**src/rtl/hazard_stall_ctrl.sv**
```systemverilog
// Hazard/stall controller: Tuse/Tnew data-stall detection, forwarding selects and
// the mult/div busy counter. Optional stall statistics counter under HAZ_STALL_STATS_EN.
module hazard_stall_ctrl #(
  parameter int MULT_CYCLES = 5,
  parameter int DIV_CYCLES  = 10
) (
  input  logic       clk,
  input  logic       reset,
  input  logic       Tuse_rs0,
  input  logic       Tuse_rs1,
  input  logic       Tuse_rt0,
  input  logic       Tuse_rt1,
  input  logic       Tuse_rt2,
  input  logic [4:0] A1_D,
  input  logic [4:0] A2_D,
  input  logic [4:0] A1_E,
  input  logic [4:0] A2_E,
  input  logic [4:0] A2_M,
  input  logic [4:0] A3_E,
  input  logic [4:0] A3_M,
  input  logic [4:0] A3_W,
  input  logic [2:0] res_E,
  input  logic [2:0] res_M,
  input  logic [2:0] res_W,
  input  logic       md_start_E,
  input  logic       md_is_div,
  input  logic       md_use_D,
  output logic       stall,
  output logic       stall_md,
  output logic       clrE,
  output logic [1:0] fwd_rs_D,
  output logic [1:0] fwd_rt_D,
  output logic [1:0] fwd_rs_E,
  output logic [1:0] fwd_rt_E,
  output logic [1:0] fwd_rt_M,
  output logic [31:0] stall_cnt
);

  localparam logic [2:0] RES_NW  = 3'd0;
  localparam logic [2:0] RES_ALU = 3'd1;
  localparam logic [2:0] RES_DM  = 3'd2;
  localparam logic [2:0] RES_PC  = 3'd3;
  localparam logic [2:0] RES_MD  = 3'd4;

  localparam logic [3:0] MULT_LOAD = 4'(MULT_CYCLES);
  localparam logic [3:0] DIV_LOAD  = 4'(DIV_CYCLES);

  // A producer matches only when it writes a real (non-$0) register with a defined result code.
  function automatic logic tag_hit(input logic [4:0] a, input logic [4:0] a3, input logic [2:0] res);
    tag_hit = (a != 5'd0) && (a == a3) && (res != RES_NW) && (res <= RES_MD);
  endfunction

  function automatic logic [1:0] tnew_e(input logic [2:0] res);
    case (res)
      RES_ALU, RES_MD: tnew_e = 2'd1;
      RES_DM:          tnew_e = 2'd2;
      default:         tnew_e = 2'd0;
    endcase
  endfunction

  function automatic logic ready_m(input logic [2:0] res);
    ready_m = (res == RES_ALU) || (res == RES_MD) || (res == RES_PC);
  endfunction

  function automatic logic [1:0] fwd_pick(input logic e_hit, input logic m_hit, input logic w_hit);
    fwd_pick = e_hit ? 2'd1 : m_hit ? 2'd2 : w_hit ? 2'd3 : 2'd0;
  endfunction

  logic [4:0] a_d [2];
  logic [1:0] tuse_min [2];
  logic [1:0] src_used;
  logic [1:0] src_hazard;
  logic [1:0] tnew_m;

  assign a_d[0]      = A1_D;
  assign a_d[1]      = A2_D;
  assign src_used[0] = Tuse_rs0 | Tuse_rs1;
  assign src_used[1] = Tuse_rt0 | Tuse_rt1 | Tuse_rt2;
  assign tuse_min[0] = Tuse_rs0 ? 2'd0 : 2'd1;
  assign tuse_min[1] = Tuse_rt0 ? 2'd0 : Tuse_rt1 ? 2'd1 : 2'd2;
  assign tnew_m      = (res_M == RES_DM) ? 2'd1 : 2'd0;

  genvar gi;
  generate
    for (gi = 0; gi < 2; gi++) begin : g_src
      assign src_hazard[gi] = src_used[gi] &&
        ((tag_hit(a_d[gi], A3_E, res_E) && (tnew_e(res_E) > tuse_min[gi])) ||
         (tag_hit(a_d[gi], A3_M, res_M) && (tnew_m > tuse_min[gi])));
    end
  endgenerate

  assign stall = |src_hazard;

  // Forwarding only from stages whose value is already final at the consumer.
  assign fwd_rs_D = fwd_pick(tag_hit(A1_D, A3_E, res_E) && (res_E == RES_PC),
                             tag_hit(A1_D, A3_M, res_M) && ready_m(res_M),
                             tag_hit(A1_D, A3_W, res_W));
  assign fwd_rt_D = fwd_pick(tag_hit(A2_D, A3_E, res_E) && (res_E == RES_PC),
                             tag_hit(A2_D, A3_M, res_M) && ready_m(res_M),
                             tag_hit(A2_D, A3_W, res_W));
  assign fwd_rs_E = fwd_pick(1'b0, tag_hit(A1_E, A3_M, res_M) && ready_m(res_M),
                             tag_hit(A1_E, A3_W, res_W));
  assign fwd_rt_E = fwd_pick(1'b0, tag_hit(A2_E, A3_M, res_M) && ready_m(res_M),
                             tag_hit(A2_E, A3_W, res_W));
  assign fwd_rt_M = fwd_pick(1'b0, 1'b0, tag_hit(A2_M, A3_W, res_W));

  logic [3:0] md_cnt_reg;
  logic       md_busy;

  // A new start always reloads, even if the unit is still busy.
  always_ff @(posedge clk or negedge reset) begin
    if (!reset) begin
      md_cnt_reg <= 4'd0;
    end else if (md_start_E) begin
      md_cnt_reg <= md_is_div ? DIV_LOAD : MULT_LOAD;
    end else if (md_cnt_reg != 4'd0) begin
      md_cnt_reg <= md_cnt_reg - 4'd1;
    end
  end

  assign md_busy  = (md_cnt_reg != 4'd0) | md_start_E;
  assign stall_md = md_busy & md_use_D;
  assign clrE     = stall | stall_md;

`ifdef HAZ_STALL_STATS_EN
  logic [31:0] stall_cnt_reg;

  always_ff @(posedge clk or negedge reset) begin
    if (!reset) begin
      stall_cnt_reg <= 32'd0;
    end else if (clrE && (stall_cnt_reg != 32'hFFFF_FFFF)) begin
      stall_cnt_reg <= stall_cnt_reg + 32'd1;
    end
  end

  assign stall_cnt = stall_cnt_reg;
`else
  assign stall_cnt = 32'h0;
`endif

endmodule

```
**config.mk**
```make
export PLATFORM = sky130hd
export DESIGN_NAME = hazard_stall_ctrl
export DESIGN_NICKNAME = d
export VERILOG_FILES = /design/src/rtl/hazard_stall_ctrl.sv
export SDC_FILE = /design/constraint.sdc
export NUM_CORES = 1
export LEC_CHECK = 0
export ABC_CLOCK_PERIOD_IN_PS = 1200
export BUFFER_PORTS_ARGS = -buffer_cell sky130_fd_sc_hd__buf_4
export CAP_MARGIN = 30
export CELL_PAD_IN_SITES_DETAIL_PLACEMENT = 1
export CELL_PAD_IN_SITES_GLOBAL_PLACEMENT = 1
export CORE_MARGIN = 8
export CORE_UTILIZATION = 25
export DETAILED_ROUTE_END_ITERATION = 10
export GPL_TIMING_DRIVEN = 0
export PLACE_DENSITY_LB_ADDON = 0.1
export SYNTH_ARGS = -nofsm -noshare
export SYNTH_HDL_FRONTEND = slang
export SYNTH_SLANG_ARGS = --single-unit
```
**constraint.sdc**
```tcl
create_clock -name clk -period 1.2 [get_ports clk]
set_input_delay 0.06 -clock clk [delete_from_list [all_inputs] [get_ports clk]]
set_output_delay 0.06 -clock clk [all_outputs]
set_load 0.01 [all_outputs]
```
; Word-level counts from Yosys, hierarchy flattened
; Cells that the tools add are included.
[totals]
register_bits = 4
in_bits = 59
out_inout_bits = 45
word_cells = 114
[classes]
add_sub_neg = 1
order_cmp = 7
n_eq_ne = 19
muxes = 19
bitwise_logic = 6
n_reduce_logical = 61
[op_table]
columns = operator, count
row1 = equality test 5 bit, 11
row2 = logical AND 1 bit, 45
row3 = 2-to-1 mux 2 bit, 13
row4 = nonzero test 5 bit, 5
row5 = "equality test 3 x 2 -> 1 bit, second input constant", 4
row6 = 2-to-1 mux 4 bit, 3
row7 = "<= comparator 3 bit, second input constant", 3
row8 = nonzero test 3 bit, 3
row9 = "equality test 3 x 1 -> 1 bit, second input constant", 2
row10 = "equality test 3 bit, second input constant", 2
row11 = bitwise OR 1 bit, 5
row12 = logical OR 1 bit, 4
row13 = case mux 2 bit (2 select lines), 1
row14 = nonzero test 4 bit, 1
row15 = OR reduction 2 bit, 2
row16 = "subtractor 4 x 1 -> 4 bit, second input constant", 1
row17 = greater-than comparator 1 x 2 -> 1 bit, 1
row18 = greater-than comparator 2 x 1 -> 1 bit, 1
row19 = greater-than comparator 2 bit, 1
row20 = 2-to-1 mux 1 bit, 2
row21 = nonzero test 2 bit, 1
row22 = AND 1 bit, 1
row23 = greater-than comparator 1 bit, 1

; Logic depth before layout (Yosys ltp)
; Gate-level depths: netlist (run 1).
[logic_depth]
ltp_word = 9
depth_mapped = 8
depth_no_buf = 8

; Least setup slack after synthesis (run 1)
; OpenSTA, ideal clock, no wires.
[synth_timing]
kind = input to output
startpoint = in Tuse_rt0
endpoint = out clrE
t_arrival_ns = 1.287
required_ns = 1.140
path_slack_ns = -0.147
cell_stages = 5
n_path_buf = 0
path_cell_list = or2_2 ha_1 a2111oi_0 nand2_1 o2111ai_1
[synth_via]
elab_chain_cells = 7
word_cells_on_any_way = 11
[synth_rtl]
columns = item, line_no
row1 = "start, declared", 11  ; input logic Tuse_rt0,
row2 = 2-to-1 mux 2 bit, 80  ; assign tuse_min[1] = Tuse_rt0 ? 2'd0 : Tuse_rt1 ? 2'd1 : 2'd2;
row3 = greater-than comparator 2 bit or greater-than comparator 1 x 2 -> 1 bit (tied branches), "87, 88"
row4 = "logical AND 1 bit, on equally long branches", "87, 88"
row5 = logical OR 1 bit, 87  ; ((tag_hit(a_d[gi], A3_E, res_E) && (tnew_e(res_E) > tuse_min[gi])) ||
row6 = logical AND 1 bit (*), 86  ; assign src_hazard[gi] = src_used[gi] &&
row7 = OR reduction 2 bit (*), 92  ; assign stall = |src_hazard;
row8 = bitwise OR 1 bit (*), 123  ; assign clrE = stall | stall_md;
row9 = "end, declared", 30  ; output logic clrE,
; Every way passes the cells marked *; elsewhere a longest branch is shown, timed or not.

; Worst setup path in the final report (run 1)
[layout_timing]
startpoint = in A2_D[4]
endpoint = out clrE
[layout_via]
elab_chain_cells = 9
word_cells_on_any_way = 15
[layout_rtl]
columns = item, line_no
row1 = "start, declared", 15  ; input logic [4:0] A2_D,
row2 = equality test 5 bit or nonzero test 5 bit (tied branches), 50  ; tag_hit = (a != 5'd0) && (a == a3) && (res != RES_NW) && (res <= RES_MD);
row3 = logical AND 1 bit (3 in series), 50
row4 = "logical AND 1 bit, on equally long branches", "87, 88"
row5 = logical OR 1 bit (*), 87
row6 = logical AND 1 bit (*), 86
row7 = OR reduction 2 bit (*), 92
row8 = bitwise OR 1 bit (*), 123
; Marks and branches as above.

==> results of run 1 <==
==> area by class of cell <==
cell class / count / area share [%]
tap: 75 / 3.25
inverter: 6 / 0.780
sequential: 4 / 3.46
buffer: 38 / 9.44
clock buffer: 3 / 1.43
timing repair buffer: 90 / 26.2
multi-input combinational: 190 / 55.4
==> routing by layer <==
metal | up-vias | wire length, um | global-route usage, %
li1 | 890 | - | -
met1 | 818 | 2370 | 14.1
met2 | 53 | 3340 | 23.5
met3 | 2 | 383 | 3.12
met4 | 0 | 17 | 1.98
met5 | - | 0 | 0
==> stage by stage <==
step	setup TNS, ps	cell area [um2]	setup slack, ps
floorplan	-0.952	1710	-0.952
global placement	-3220	2300	-395
detailed placement	-3390	2300	-396
CTS	-2790	2700	-386
global route	-3820	2890	-440
finish	-2910	2890	-354
==> placed cells by master (no fill, tap or decap), types with 2 or more instances in the layout <==
| master | count |
|---|---|
| a21boi_2 | 2 |
| inv_1 | 2 |
| o21ai_1 | 2 |
| o21a_1 | 2 |
| nand2b_1 | 2 |
| ha_4 | 4 |
| ha_1 | 2 |
| xnor2_1 | 30 |
| clkbuf_8 | 3 |
| nand3_1 | 7 |
| buf_2 | 2 |
| a21oi_1 | 2 |
| nor2b_4 | 2 |
| nor4_2 | 5 |
| nor2_1 | 10 |
| nand2_1 | 8 |
| xor2_1 | 27 |
| a21oi_2 | 2 |
| buf_6 | 11 |
| inv_2 | 4 |
| nor4_4 | 3 |
| nand4_1 | 5 |
| clkbuf_2 | 3 |
| conb_1 | 32 |
| buf_8 | 5 |
| o21ai_2 | 2 |
| buf_4 | 106 |
| nor3_1 | 4 |
| dfrtp_1 | 4 |
| nor3_2 | 5 |
| or4_4 | 3 |
| nor2_4 | 6 |
==> final timing paths <==
path,from,end
setup / recovery,A2_D[4],clrE
max in group asynchronous,reset,md_cnt_reg[3]
setup reg to reg,md_cnt_reg[1],md_cnt_reg[0]
hold / removal,md_start_E,md_cnt_reg[2]
hold reg to reg,md_cnt_reg[3],md_cnt_reg[3]
min in group asynchronous,reset,md_cnt_reg[2]
==> where the power goes <==
part	internal (mW)	leakage (nW)	switching, mW	total (mW)
Combinational	0.619	1.25	0.519	1.14
Clock	0.214	0.0216	0.0712	0.285
Sequential	0.157	0.0467	0.0288	0.186
==> worst register-to-register path, stage by stage (launching register included) <==
cell and delay, ps:
dfrtp_1 390, inv_2 80, ha_4 120, nor2b_4 170
buf_4 130, buf_4 110, nor2b_4 150, xnor2_2 110
o21ai_1 70
==> cells by family after synthesis <==
group           Yosys count  synth area share (%)
simple gates             71                  24.9
xor+xnor                 59                  33.7
flops                     4                  6.53
fa+ha+maj                 6                  4.90
buf+inv                  44                  18.9
compound gates           20                  9.47
mux                       2                  1.39
other cells               1                 0.245
==> timing repair <==
| action | in CTS | in global routing |
|---|---|---|
| pin swaps | 28 | 19 |
| setup endpoints to repair | 16 | 16 |
| buffers inserted | 20 | 7 |
| cloned | 0 | 0 |
| resized for setup | 56 | 28 |
| hold buffers | 1 | 0 |
| hold endpoints to repair | 4 | 0 |
==> results.cfg, run 1 <==
[logic_synthesis]
yosysSeqAreaShare_pct = 6.53
yosys.area.top_type_share_pct = 17.7
yosys_warnings = 0
synth_edf_count = 0
ys_top_cells_by_area = xnor2_1 (18%), buf_4 (16%), xor2_1 (16%)
yosysUniqueCellTypes = 41
ys.flop_type = dfrtp_1
yosysMostFrequentCell = buf_4
synthCells = 207
ys_async_sr_fraction_pct = 100
syn_area_um2 = 1530
avgSynthCellArea_um2 = 7.40
synthTopCellsByCount = buf_4 (33), xnor2_1 (31), xor2_1 (28)
ys_ff_latch = 4
yosysTopAreaCell = xnor2_1

[critical_path]
crit_path_start_kind = input port
required_ps = 1140
rrSetupSlack_ps = -270
path_cells = buf_8 > or4_4 > nor2_4 > nor4_4 > a22oi_2 > o2111ai_2 > buf_4
critPathMaxStageDelay_ps = 530
crit_buf_inv = 2
critPathTopFamily = simple AND/OR/NAND/NOR gates
critPathCaptureType = output pin
crit_type = input port to output pin
reg2reg_depth = 8
worst_path_max_delay_cell = or4_4
cp_num_cells = 7
path_max_fanout = 3
critPathArrivalTime_ps = 1490

[routing]
avgViaCountPerCell = 4.34
postRouteAntennaNets = 0
drt_iter0_drc = 13
wl_um = 6110
vias = 1763
dr.pass1.iters = 4
wl_per_cell_um = 15.0
drc_errors = 0

[floorplan]
core_um2 = 5920
ios = 104
die_height_um = 94.3
start_util_pct = 25.9
die_area_um2 = 8890
die_w_um = 94.3
rows = 28

[cells_and_area]
fin_cells = 406
largest_reg_flops = 4
nets = 398
area_delta_synth_final_pct = 88.5
fin_util_pct = 48.8
multiInputGateArea_um2 = 1600
drive_gt1_share_pct = 55.6
seqCellArea_um2 = 100
diodes = 0
fillers = 728

[power]
power_leakage_nw = 1.32
ir_worst_vdd_mv = 0.734
finalPower_mw = 1.61
power_density_nw_per_um2 = 557

[timing]
slew_viol_final = 0
setup_slack_ps = -354
rsz0062_at_grt = yes
fin_worst_skew_ps = 0.525
hold_slack_ps = 79.7
fin_crit_ps = 1550
clock.fmax_mhz = 644
fin_crit_sh_pct = 129
hold_violations = 0
setup_violations = 13

[outcome]
failed_checks = setup timing
status = finished with violations

[placement]
io_buffers = 66
dp_hpwl_um = 4800
place_inst = 379
gp_congestion = 0.749

[grt]
grt_pass1_vias = 1850
grt_max_degree = 7
antenna_found_initial = 0
overflow = 0
grt_pass1_wl_um = 9070
track_usage_pct = 12.6

[cts]
clockBufferDepth = 2
clock-sinks = 4
clock-root-buffer = clkbuf_8
cts_buffers = 3
cts_tree = yes
clk_pin_slew_worst_paths_ps = 30
clk_latency_ps = 220
h-tree-depth = 1

[hold_path]
hold_depth = 2
hp-class = input port to register

[run]
cap_violations = 0
Power figures use the tool's default switching activity.
==> run 2: changes to the inputs <==
--- a/config.mk
+++ b/config.mk
@@ -11,9 +11,10 @@
 export CELL_PAD_IN_SITES_DETAIL_PLACEMENT = 1
 export CELL_PAD_IN_SITES_GLOBAL_PLACEMENT = 1
 export CORE_MARGIN = 8
-export CORE_UTILIZATION = 25
+export CORE_UTILIZATION = 26
+export CTS_BUF_LIST = sky130_fd_sc_hd__clkbuf_4 sky130_fd_sc_hd__clkbuf_8
+export CTS_CLUSTER_DIAMETER = 120
 export DETAILED_ROUTE_END_ITERATION = 10
-export GPL_TIMING_DRIVEN = 0
 export PLACE_DENSITY_LB_ADDON = 0.1
 export SYNTH_ARGS = -nofsm -noshare
 export SYNTH_HDL_FRONTEND = slang
==> run 2 against run 1 <==
The run still ends with setup timing left. Worst hold slack improved by 5.4 ps. Setup slack improved by 31 ps. Combinational power down 8%. Final cell count is 1.7% lower. First-iteration DRC count grew 110%. Critical endpoint unchanged. Largest cell class unchanged. Highest routed layer is now met3.
==> results.cfg, run 2 (synthesis gave the netlist of run 1 again) <==
[hold_path]
hp-class = input port to register

[routing]
postRouteAntennaNets = 0
wl_per_cell_um = 14.7
vias = 1720
drt_iter0_drc = 27
drc_errors = 0
wl_um = 5850
avgViaCountPerCell = 4.31
dr.pass1.iters = 4

[floorplan]
die_w_um = 92.8
rows = 28
die_height_um = 92.8
ios = 104
start_util_pct = 26.4
core_um2 = 5820
die_area_um2 = 8610

[critical_path]
critPathArrivalTime_ps = 1460
crit_path_start_kind = register
required_ps = 1140
critPathCaptureType = output pin
critPathMaxStageDelay_ps = 390
critPathTopFamily = flip-flops
crit_buf_inv = 2
path_max_fanout = 3
path_cells = inv_2 > ha_4 > nor2b_4 > nand2b_1 > o21ai_2 > o2111ai_2 > buf_4
crit_type = register to output pin
worst_path_max_delay_cell = dfrtp_1

[grt]
antenna_found_initial = 0
grt_pass1_vias = 1948
grt_max_degree = 7
overflow = 0
grt_pass1_wl_um = 9340
track_usage_pct = 13.0

[timing]
clock.fmax_mhz = 657
setup_violations = 14
fin_setup_tns_ps = -2240
fin_crit_ps = 1520
slew_viol_final = 0
hold_slack_ps = 85.1
fin_worst_skew_ps = 4.16
rsz0062_at_grt = yes
fin_crit_sh_pct = 127
hold_violations = 0
setup_slack_ps = -323

[cells_and_area]
largest_reg_flops = 4
multiInputGateArea_um2 = 1560
seqCellArea_um2 = 100
mostFrequentLayoutCell = buf_4
diodes = 0
area_delta_synth_final_pct = 82.2
most-common-layout-cells = buf_4 (103), conb_1 (32), xnor2_1 (30)
nets = 391
fin_util_pct = 48.0
fillers = 727
drive_gt1_share_pct = 53.4

[placement]
gp_congestion = 0.854
dp_hpwl_um = 5040
io_buffers = 71

[cts]
cts_tree = yes
clk_latency_ps = 220
cts_buffers = 3
clock-sinks = 4
clock-root-buffer = clkbuf_8
clk_pin_slew_worst_paths_ps = 30
clockBufferDepth = 2
h-tree-depth = 1

[power]
power_density_nw_per_um2 = 539
power_leakage_nw = 1.25
finalPower_mw = 1.51
ir_worst_vdd_mv = 0.667

[outcome]
failed_checks = setup timing
status = finished with violations

[run]
cap_violations = 0
-- run 2: changes by cell type in the layout (fill, tap and decap cells not counted), sizes merged --
cell    before  now
buf        124  120
clkbuf       6    3
-- run 2: area by class of cell --
| type | instances | area share (%) |
|---|---|---|
| Multi-Input combinational cell | 190 | 55.9 |
| Sequential cell | 4 | 3.58 |
| Inverter | 6 | 0.806 |
| Clock buffer | 3 | 1.48 |
| Tap cell | 75 | 3.36 |
| Timing Repair Buffer | 121 | 34.9 |
-- run 2: routing by layer --
metal | up-vias | track usage [%] | part of all wire [%]
met5 | - | 0 | 0
met4 | 0 | 0.805 | 0
met3 | 0 | 2.51 | 6.3
met2 | 51 | 25.3 | 53
met1 | 797 | 14.7 | 40
li1 | 872 | - | -
-- run 2: what timing repair did --
action,in CTS,in global routing
setup endpoints to repair,17,17
endpoints found under the hold margin,4,0
buffers inserted,4,3
hold buffers,1,0
resized for setup,51,14
pin swaps,28,21
-- run 2: worst paths after layout --
kind	end	slack (ps)	depth (start not counted)	from
worst max-delay path	clrE	-320	7	md_cnt_reg[1]
worst min-delay path	md_cnt_reg[0]	90	2	md_start_E
worst max register to register	md_cnt_reg[1]	-180	8	md_cnt_reg[1]
worst min register to register	md_cnt_reg[3]	660	2	md_cnt_reg[3]
max in group asynchronous	md_cnt_reg[2]	930	2	reset
min in group asynchronous	md_cnt_reg[3]	170	2	reset
-- run 2: worst reg2reg max path: cells and delay by family, from the launching register on --
family / cells / cell delay [ps]
flip-flops: 1 / 390
AND/OR/NAND/NOR: 3 / 300
buffers and inverters: 2 / 230
AO/OA/AOI/OAI: 2 / 210
adder cells (fa/ha/maj): 1 / 130
-- run 2: power breakdown --
group / switching, mW / total [mW] / leakage [nW] / internal [mW]
Clock: 0.0682 / 0.282 / 0.0216 / 0.214
Combinational: 0.495 / 1.05 / 1.18 / 0.552
Sequential: 0.0186 / 0.176 / 0.0467 / 0.157
-- run 2: per-stage QoR --
step	instance area (um2)	setup WS [ps]	std cells
after global routing	2790	-427	399
after global placement	2410	-368	391
final	2790	-323	399
after detailed placement	2410	-388	391
after floorplan	1710	-0.952	238
after CTS	2710	-348	398
==> run 3: changes to the inputs <==
--- a/config.mk
+++ b/config.mk
@@ -15,7 +15,9 @@
 export CTS_BUF_LIST = sky130_fd_sc_hd__clkbuf_4 sky130_fd_sc_hd__clkbuf_8
 export CTS_CLUSTER_DIAMETER = 120
 export DETAILED_ROUTE_END_ITERATION = 10
+export MAX_ROUTING_LAYER = met4
 export PLACE_DENSITY_LB_ADDON = 0.1
+export SKIP_CTS_REPAIR_TIMING = 1
 export SYNTH_ARGS = -nofsm -noshare
 export SYNTH_HDL_FRONTEND = slang
 export SYNTH_SLANG_ARGS = --single-unit
==> run 3 against run 2 <==
The flow still finishes with violations (setup timing). Flip-flop and latch count is the same. Core utilization down 0.24 points. Via count down 0.29%. Non-clock buffer count grew 1. Clock-buffer cell count stayed put. Sequential share of layout area about the same. Combinational power about the same. Sequential power barely moved. Final cell count increased by 0.25%. Final area down 0.49%. Register-to-register slack hardly changed. Total power is 1.8% lower.
==> results.cfg, run 3 (synthesis gave the netlist of run 1 again) <==
[outcome]
status = finished with violations
failed_checks = setup timing

[cts]
clk_latency_ps = 210
clk_pin_slew_worst_paths_ps = 30
clock-root-buffer = clkbuf_8
cts_tree = yes
cts_buffers = 3
h-tree-depth = 1
clock-sinks = 4
clockBufferDepth = 2

[critical_path]
required_ps = 1140
path_max_fanout = 3
critPathTopFamily = flip-flops
crit_type = register to output pin
path_cells = inv_2 > ha_4 > nor2b_4 > nand2b_1 > o21ai_2 > o2111ai_2 > buf_4
critPathCaptureType = output pin
worst_path_max_delay_cell = dfrtp_1
crit_path_start_kind = register
crit_buf_inv = 2
critPathMaxStageDelay_ps = 390
critPathArrivalTime_ps = 1490

[routing]
dr.pass1.iters = 3
drt_iter0_drc = 14
drc_errors = 0
wl_um = 5900
avgViaCountPerCell = 4.29
wl_per_cell_um = 14.8
vias = 1715
postRouteAntennaNets = 0

[grt]
grt_max_degree = 7
use_met3_pct = 1.94
overflow = 0
antenna_found_initial = 0
use_met1_pct = 14.5
grt_pass1_vias = 1843
grt-busiest-layer = met2
globalRouteMet2Util_pct = 22.9
track_usage_pct = 12.5
grt_pass1_wl_um = 8770

[run]
cap_violations = 0

[floorplan]
die_area_um2 = 8610
start_util_pct = 26.4
die_w_um = 92.8
core_um2 = 5820
die_height_um = 92.8
rows = 28
ios = 104

[power]
finalPower_mw = 1.48
power_density_nw_per_um2 = 532
power_leakage_nw = 1.25
ir_worst_vdd_mv = 0.703

[timing]
slew_viol_final = 0
fin_crit_ps = 1550
rsz0062_at_grt = yes
fin_crit_sh_pct = 129
fin_setup_tns_ps = -2830
hold_violations = 0
fin_worst_skew_ps = 3.63
setup_slack_ps = -352
setup_violations = 15
hold_slack_ps = 72.2
clock.fmax_mhz = 644

[cells_and_area]
fillers = 721
most-common-layout-cells = buf_4 (105), conb_1 (32), xnor2_1 (31)
nets = 392
area_delta_synth_final_pct = 81.3
diodes = 0
fin_util_pct = 47.8
largest_reg_flops = 4
drive_gt1_share_pct = 52.6
stdcell_area_um2 = 2780
mostFrequentLayoutCell = buf_4

[hold_path]
hp-class = input port to register

[placement]
gp_congestion = 0.868
dp_hpwl_um = 5040
post_dp_cell_area_um2 = 2410
io_buffers = 71
-- run 3: cell type report --
type,count,area [um2],share of cell area (%)
clock buffer,3,41.3,1.49
inverter,6,22.5,0.810
multi-input combinational,190,1540,55.5
sequential,4,100,3.60
tap,75,93.8,3.38
timing repair buffer,122,978,35.2
-- run 3: through the flow --
step	setup WS [ps]	instances
2_1_floorplan	-0.952	238
3_3_place_gp	-368	391
3_5_place_dp	-388	391
4_1_cts	-453	394
5_1_grt	-457	400
6_report	-352	400
-- run 3: routing by layer --
layer / part of all wire, % / wire (um)
met1: 41 / 2420
met2: 54 / 3170
met3: 5.3 / 312
met4: 0 / 0
met5: 0 / 0
-- run 3: final timing paths --
check	start	end	slack, ps	depth (start not counted)
max	md_cnt_reg[1]	clrE	-350	7
min	md_start_E	md_cnt_reg[2]	70	2
min reg2reg	md_cnt_reg[3]	md_cnt_reg[3]	660	2
max reg2reg	md_cnt_reg[1]	md_cnt_reg[1]	-190	8
max in group asynchronous	reset	md_cnt_reg[2]	930	2
min in group asynchronous	reset	md_cnt_reg[3]	170	2
-- run 3: where the power goes --
part           total, mW  internal, mW  switching (mW)  leakage [nW]
logic               1.02         0.539           0.483          1.18
clock network      0.282         0.214          0.0677        0.0216
registers          0.175         0.157          0.0179        0.0467
total               1.48         0.910           0.568          1.25
